===== config.mk =====
export PLATFORM = sky130hd
export DESIGN_NAME = vga_timing_mixer
export DESIGN_NICKNAME = d
export VERILOG_FILES = /design/src/rtl/vga_timing_mixer.sv
export SDC_FILE = /design/constraint.sdc
export NUM_CORES = 1
export LEC_CHECK = 0
export ABC_AREA = 1
export CORE_UTILIZATION = 48
export CTS_BUF_LIST = sky130_fd_sc_hd__clkbuf_8
export DETAILED_ROUTE_END_ITERATION = 16
export PLACE_DENSITY = 0.79
export SYNTH_ARGS = -nofsm -noshare
export SYNTH_HDL_FRONTEND = slang
export SYNTH_SLANG_ARGS = --single-unit

===== constraint.sdc =====
create_clock -name clk -period 1.7 [get_ports clk]
set_clock_uncertainty 0.05 [all_clocks]
set_input_delay 0.255 -clock clk [delete_from_list [all_inputs] [get_ports clk]]
set_output_delay 0.255 -clock clk [all_outputs]
set_load 0.005 [all_outputs]

===== src/rtl/vga_timing_mixer.sv =====
// vga_timing_mixer: free-running VGA raster generator (default 640x480@60).
// Publishes the current pixel coordinate to the colour sources, then registers
// the selected colour together with hsync/vsync so colour and sync leave the
// block aligned, one clock after the pixel is presented on x/y.
module vga_timing_mixer #(
  parameter int unsigned H_VISIBLE = 640,
  parameter int unsigned H_FRONT   = 16,
  parameter int unsigned H_SYNC    = 96,
  parameter int unsigned H_BACK    = 48,
  parameter int unsigned V_VISIBLE = 480,
  parameter int unsigned V_FRONT   = 10,
  parameter int unsigned V_SYNC    = 2,
  parameter int unsigned V_BACK    = 33
) (
  input  logic       clk,
  input  logic       rst_n,
  output logic [9:0] x,
  output logic [9:0] y,
  output logic       frame_active,
  input  logic [5:0] overlay_rgb,
  input  logic       overlay_active,
  input  logic [5:0] bg_rgb,
  output logic [5:0] rgb,
  output logic       hsync,
  output logic       vsync,
  output logic [7:0] vga_out,
  output logic [7:0] frame_count,
  output logic       frame_tick
);

  localparam int unsigned CNT_W    = 10;
  // One extra bit so window bounds equal to 1024 still compare correctly
  localparam int unsigned WIN_W    = CNT_W + 1;
  localparam int unsigned RGB_W    = 6;
  localparam int unsigned FC_W     = 8;
  localparam int unsigned H_TOTAL  = H_VISIBLE + H_FRONT + H_SYNC + H_BACK;
  localparam int unsigned V_TOTAL  = V_VISIBLE + V_FRONT + V_SYNC + V_BACK;
  localparam int unsigned HS_START = H_VISIBLE + H_FRONT;
  localparam int unsigned HS_STOP  = HS_START + H_SYNC;
  localparam int unsigned VS_START = V_VISIBLE + V_FRONT;
  localparam int unsigned VS_STOP  = VS_START + V_SYNC;

  // Reject timings the 10-bit counters cannot represent
  if (H_TOTAL > 1024 || V_TOTAL > 1024 || H_TOTAL == 0 || V_TOTAL == 0) begin : g_bad_timing
    $error("vga_timing_mixer: H_TOTAL and V_TOTAL must be in 1..1024");
  end

  logic [CNT_W-1:0] x_q, x_d;
  logic [CNT_W-1:0] y_q, y_d;
  logic [FC_W-1:0]  fc_q, fc_d;
  logic             tick_q, tick_d;
  logic [RGB_W-1:0] rgb_q, rgb_d;
  logic             hsync_q, hsync_d;
  logic             vsync_q, vsync_d;
  logic             line_end;
  logic             frame_end;
  logic             h_win;
  logic             v_win;

  // Raster position decodes
  assign line_end  = (x_q == CNT_W'(H_TOTAL - 1));
  assign frame_end = line_end && (y_q == CNT_W'(V_TOTAL - 1));

  assign frame_active = (WIN_W'(x_q) < WIN_W'(H_VISIBLE)) &&
                        (WIN_W'(y_q) < WIN_W'(V_VISIBLE));

  // Sync windows; vsync is decoded per pixel from y, not line-aligned to hsync
  assign h_win = (WIN_W'(x_q) >= WIN_W'(HS_START)) && (WIN_W'(x_q) < WIN_W'(HS_STOP));
  assign v_win = (WIN_W'(y_q) >= WIN_W'(VS_START)) && (WIN_W'(y_q) < WIN_W'(VS_STOP));

  // Raster counters, frame counter and frame-start pulse
  always_comb begin
    x_d    = x_q + CNT_W'(1);
    y_d    = y_q;
    fc_d   = fc_q;
    tick_d = 1'b0;
    if (line_end) begin
      x_d = '0;
      y_d = y_q + CNT_W'(1);
    end
    if (frame_end) begin
      y_d    = '0;
      fc_d   = fc_q + FC_W'(1);
      tick_d = 1'b1;
    end
  end

  // Colour select and sync polarity for the pixel currently on x/y
  always_comb begin
    rgb_d = '0;
    if (frame_active) begin
      rgb_d = overlay_active ? overlay_rgb : bg_rgb;
    end
    hsync_d = ~h_win;
    vsync_d = ~v_win;
  end

  // State and output registers; sync outputs idle high in reset
  always_ff @(posedge clk or negedge rst_n) begin
    if (!rst_n) begin
      x_q     <= '0;
      y_q     <= '0;
      fc_q    <= '0;
      tick_q  <= 1'b0;
      rgb_q   <= '0;
      hsync_q <= 1'b1;
      vsync_q <= 1'b1;
    end else begin
      x_q     <= x_d;
      y_q     <= y_d;
      fc_q    <= fc_d;
      tick_q  <= tick_d;
      rgb_q   <= rgb_d;
      hsync_q <= hsync_d;
      vsync_q <= vsync_d;
    end
  end

  assign x           = x_q;
  assign y           = y_q;
  assign rgb         = rgb_q;
  assign hsync       = hsync_q;
  assign vsync       = vsync_q;
  assign frame_count = fc_q;
  assign frame_tick  = tick_q;

  // PMOD pin order: {hsync, B0, G0, R0, vsync, B1, G1, R1}
  assign vga_out = {hsync_q, rgb_q[0], rgb_q[2], rgb_q[4],
                    vsync_q, rgb_q[1], rgb_q[3], rgb_q[5]};

endmodule


==> metrics.txt <==
status finished clean; die height 66.2 um; Clk Latency, worst-skew pair 290 ps; reg2reg start x[1]; layout cells sized above 1 11.5%; Vias approximately 1,800; first-pass GRT wire length 7.20 mm; # IOs 61; library cells used by synthesis 26; Fin. Hold Viols 0; Detail Placement HPWL 3.25 mm; crit path capture type primary output; worst stage delay on the critical path 510 ps; clock-pin slew on the worst setup and hold paths 70 ps; final WL 4.48 mm; Site Rows 22; clock sink count 37; ANT nets after route 0; Initial Util 52.1%; final instance area 0.00279 sq mm; critical path's top delay family buffers and inverters; Layout Nets 341; critical-path maximum fanout 6; CP Launch Type register; hold_ws 407 ps; CTS buffer count 5; critical path launch point y[9]; Synth Instances 249; Setup Total Neg Slack 0 ps; GRT overflow 0; chip width 66.2 um; leakage about 1.4 nW; 1st-pass router iterations 4; Pwr Density 582 mW/mm^2; Core Footprint 0.00380 sq mm; WS Path Type register to primary output; final setup violation count 0; initial antenna violation count 0; hold crit path type input port to async pin; WP data arrival 1330 ps; average wire per standard cell 12.1 um; Synth Cell Area 0.00198 sq mm; Detailed Route Iter0 Violations between 100 and 150; fin crit share 96.2%; Max Slew Vio Count 0; synth top area cells dfrtp_1 (44%), nand2_1 (16%), inv_1 (6.1%); maximum root-to-sink buffer count 2; vias in the first global route 1,700; RePlAce Congestion 0.881; min Tclk post-route approximately 1600 ps; Worst VDD drop 0.480 mV; DIE AREA approximately 0.0044 sq mm; Peak Freq 611 MHz; Antenna diodes 0; area of placed instances around 0.0027 sq mm; CTS tree yes; Least-Margin Pin Slew around 310 ps; post-synth top area share 44.2%; largest net degree at the start of global routing 38; Max-cap violations 0; Slowest-stage cell, CP clkdlybuf4s50_1; mean area per synthesized cell 7.95 sq um; P&R area growth vs syn 41.0%; crit-path cells buf_4 > clkdlybuf4s50_1; Yosys top cell by area dfrtp_1; Crit path required time 1390 ps; vias per cell 4.91; Syn. warnings 0; Max-slew headroom 79.4%; DRC 0; Buf+Inv Stages, Crit Path 2; sequential area share after synthesis a little under half; PortBufs 60; GRT Total Usage 22.1%; htree depth 2; flops & latches, synth 37; fillers 296; Post-Syn Nets 269; CTS root buf clkbuf_8
synth_stat cells (all sizes together):
master  count
a21oi      10
buf        11
dfrtp      35
dfstp       2
ha          5
inv        35
nand2      87
nand3      18
nand3b      1
nand4       6
nor2       17
nor3        2
o211ai      1
o21ai       8
xnor2       4
xor2        7
cell families after synthesis:
family | synth area share (%)
flip-flops | 46.9
AND/OR/NAND/NOR | 29.3
adder cells (fa/ha/maj) | 3.16
XOR/XNOR | 4.87
AO/OA/AOI/OAI | 4.93
buffers and inverters | 10.9
cell type report:
type                       count  area (sq um)  share of cell area, %
multi-input combinational    166           843                   30.2
clock inverter                 2          7.51                  0.269
inverter                      35           134                   4.80
clock buffer                   6          82.6                   2.96
sequential                    37           930                   33.3
tap                           48          60.1                   2.15
timing repair buffer          76           733                   26.3
per-layer routing:
metal | part of all wire [%] | wire (um) | global-route usage, % | vias to the layer above
met5 | 0 | 0 | 0 | -
li1 | - | - | - | 912
met1 | 43 | 1930 | 25.8 | 835
met3 | 5.1 | 227 | 5.69 | 10
met2 | 50 | 2230 | 38.1 | 58
met4 | 2.2 | 97 | 9.57 | 0
registers in the layout (all words and copies together) (netlist names):
| name | count |
|---|---|
| y | 10 |
| frame_count | 8 |
| frame_tick | 1 |
| vsync | 1 |
| rgb | 6 |
| x | 10 |
| hsync | 1 |
power by group:
part           leakage [nW]  switching (W)  internal, W  total, W
Clock                0.0538       0.000291     0.000318  0.000609
Sequential            0.482     0.00000542     0.000891  0.000897
Combinational         0.910      0.0000418    0.0000751  0.000117
Total                  1.45       0.000338      0.00128   0.00162
metrics by stage:
step / std cells / utilization [%] / setup WS, ps / total power [W]
global route: 370 / 73.5 / -9.13 / 0.00168
finish: 370 / 73.5 / 64.3 / 0.00162
floorplan: 249 / - / 221 / 0.000944
detailed placement: 360 / 70.3 / 95.7 / 0.00103
CTS: 370 / 73.1 / 11.4 / 0.00164
global placement: 360 / 70.3 / 111 / 0.00103
worst paths after layout:
| check | endpoint | slack [ps] | cells after the start |
|---|---|---|---|
| hold / removal | x[2] | 410 | 3 |
| setup / recovery | y[9] | 60 | 2 |
| min in group clk | rgb[0] | 460 | 3 |
| hold reg to reg | frame_count[7] | 490 | 2 |
| max in group asynchronous | vsync | 940 | 3 |
| setup reg to reg | y[9] | 140 | 8 |
tightest hold or removal path: stages:
cell and delay [ps]:
dlygate4sd3_1 520, buf_2 120, buf_12 210
repair_timing:
item                                    4_1_cts  5_1_grt
hold buffers                                  1        0
resized for setup                             1        6
buffers inserted                              1        0
pin swaps                                     0        0
hold endpoints to repair                     35        0
endpoints found under the setup margin        1        7
layout by cell type, fill, tap and decap left out:
| cell type | count |
|---|---|
| nor2_4 | 1 |
| inv_2 | 2 |
| inv_4 | 1 |
| o21ai_0 | 5 |
| buf_12 | 1 |
| dfstp_2 | 2 |
| nor2_2 | 3 |
| dfrtp_1 | 34 |
| nand2_4 | 1 |
| dlymetal6s2s_1 | 1 |
| dfrtp_2 | 1 |
| nor3_2 | 1 |
| nand4_1 | 6 |
| nand2_2 | 1 |
| o21ai_1 | 3 |
| nand3_2 | 1 |
| dlygate4sd3_1 | 1 |
| nand2_1 | 85 |
| clkbuf_8 | 6 |
| xnor2_1 | 4 |
| xor2_1 | 7 |
| clkdlybuf4s15_1 | 1 |
| nor2_8 | 1 |
| a21oi_1 | 10 |
| nor3_1 | 1 |
| ha_1 | 5 |
| nand3_1 | 17 |
| nand3b_1 | 1 |
| o211ai_1 | 1 |
| inv_1 | 34 |
| buf_4 | 14 |
| clkdlybuf4s50_1 | 57 |
| nor2_1 | 12 |
| buf_2 | 1 |
Power figures use the tool's default switching activity.
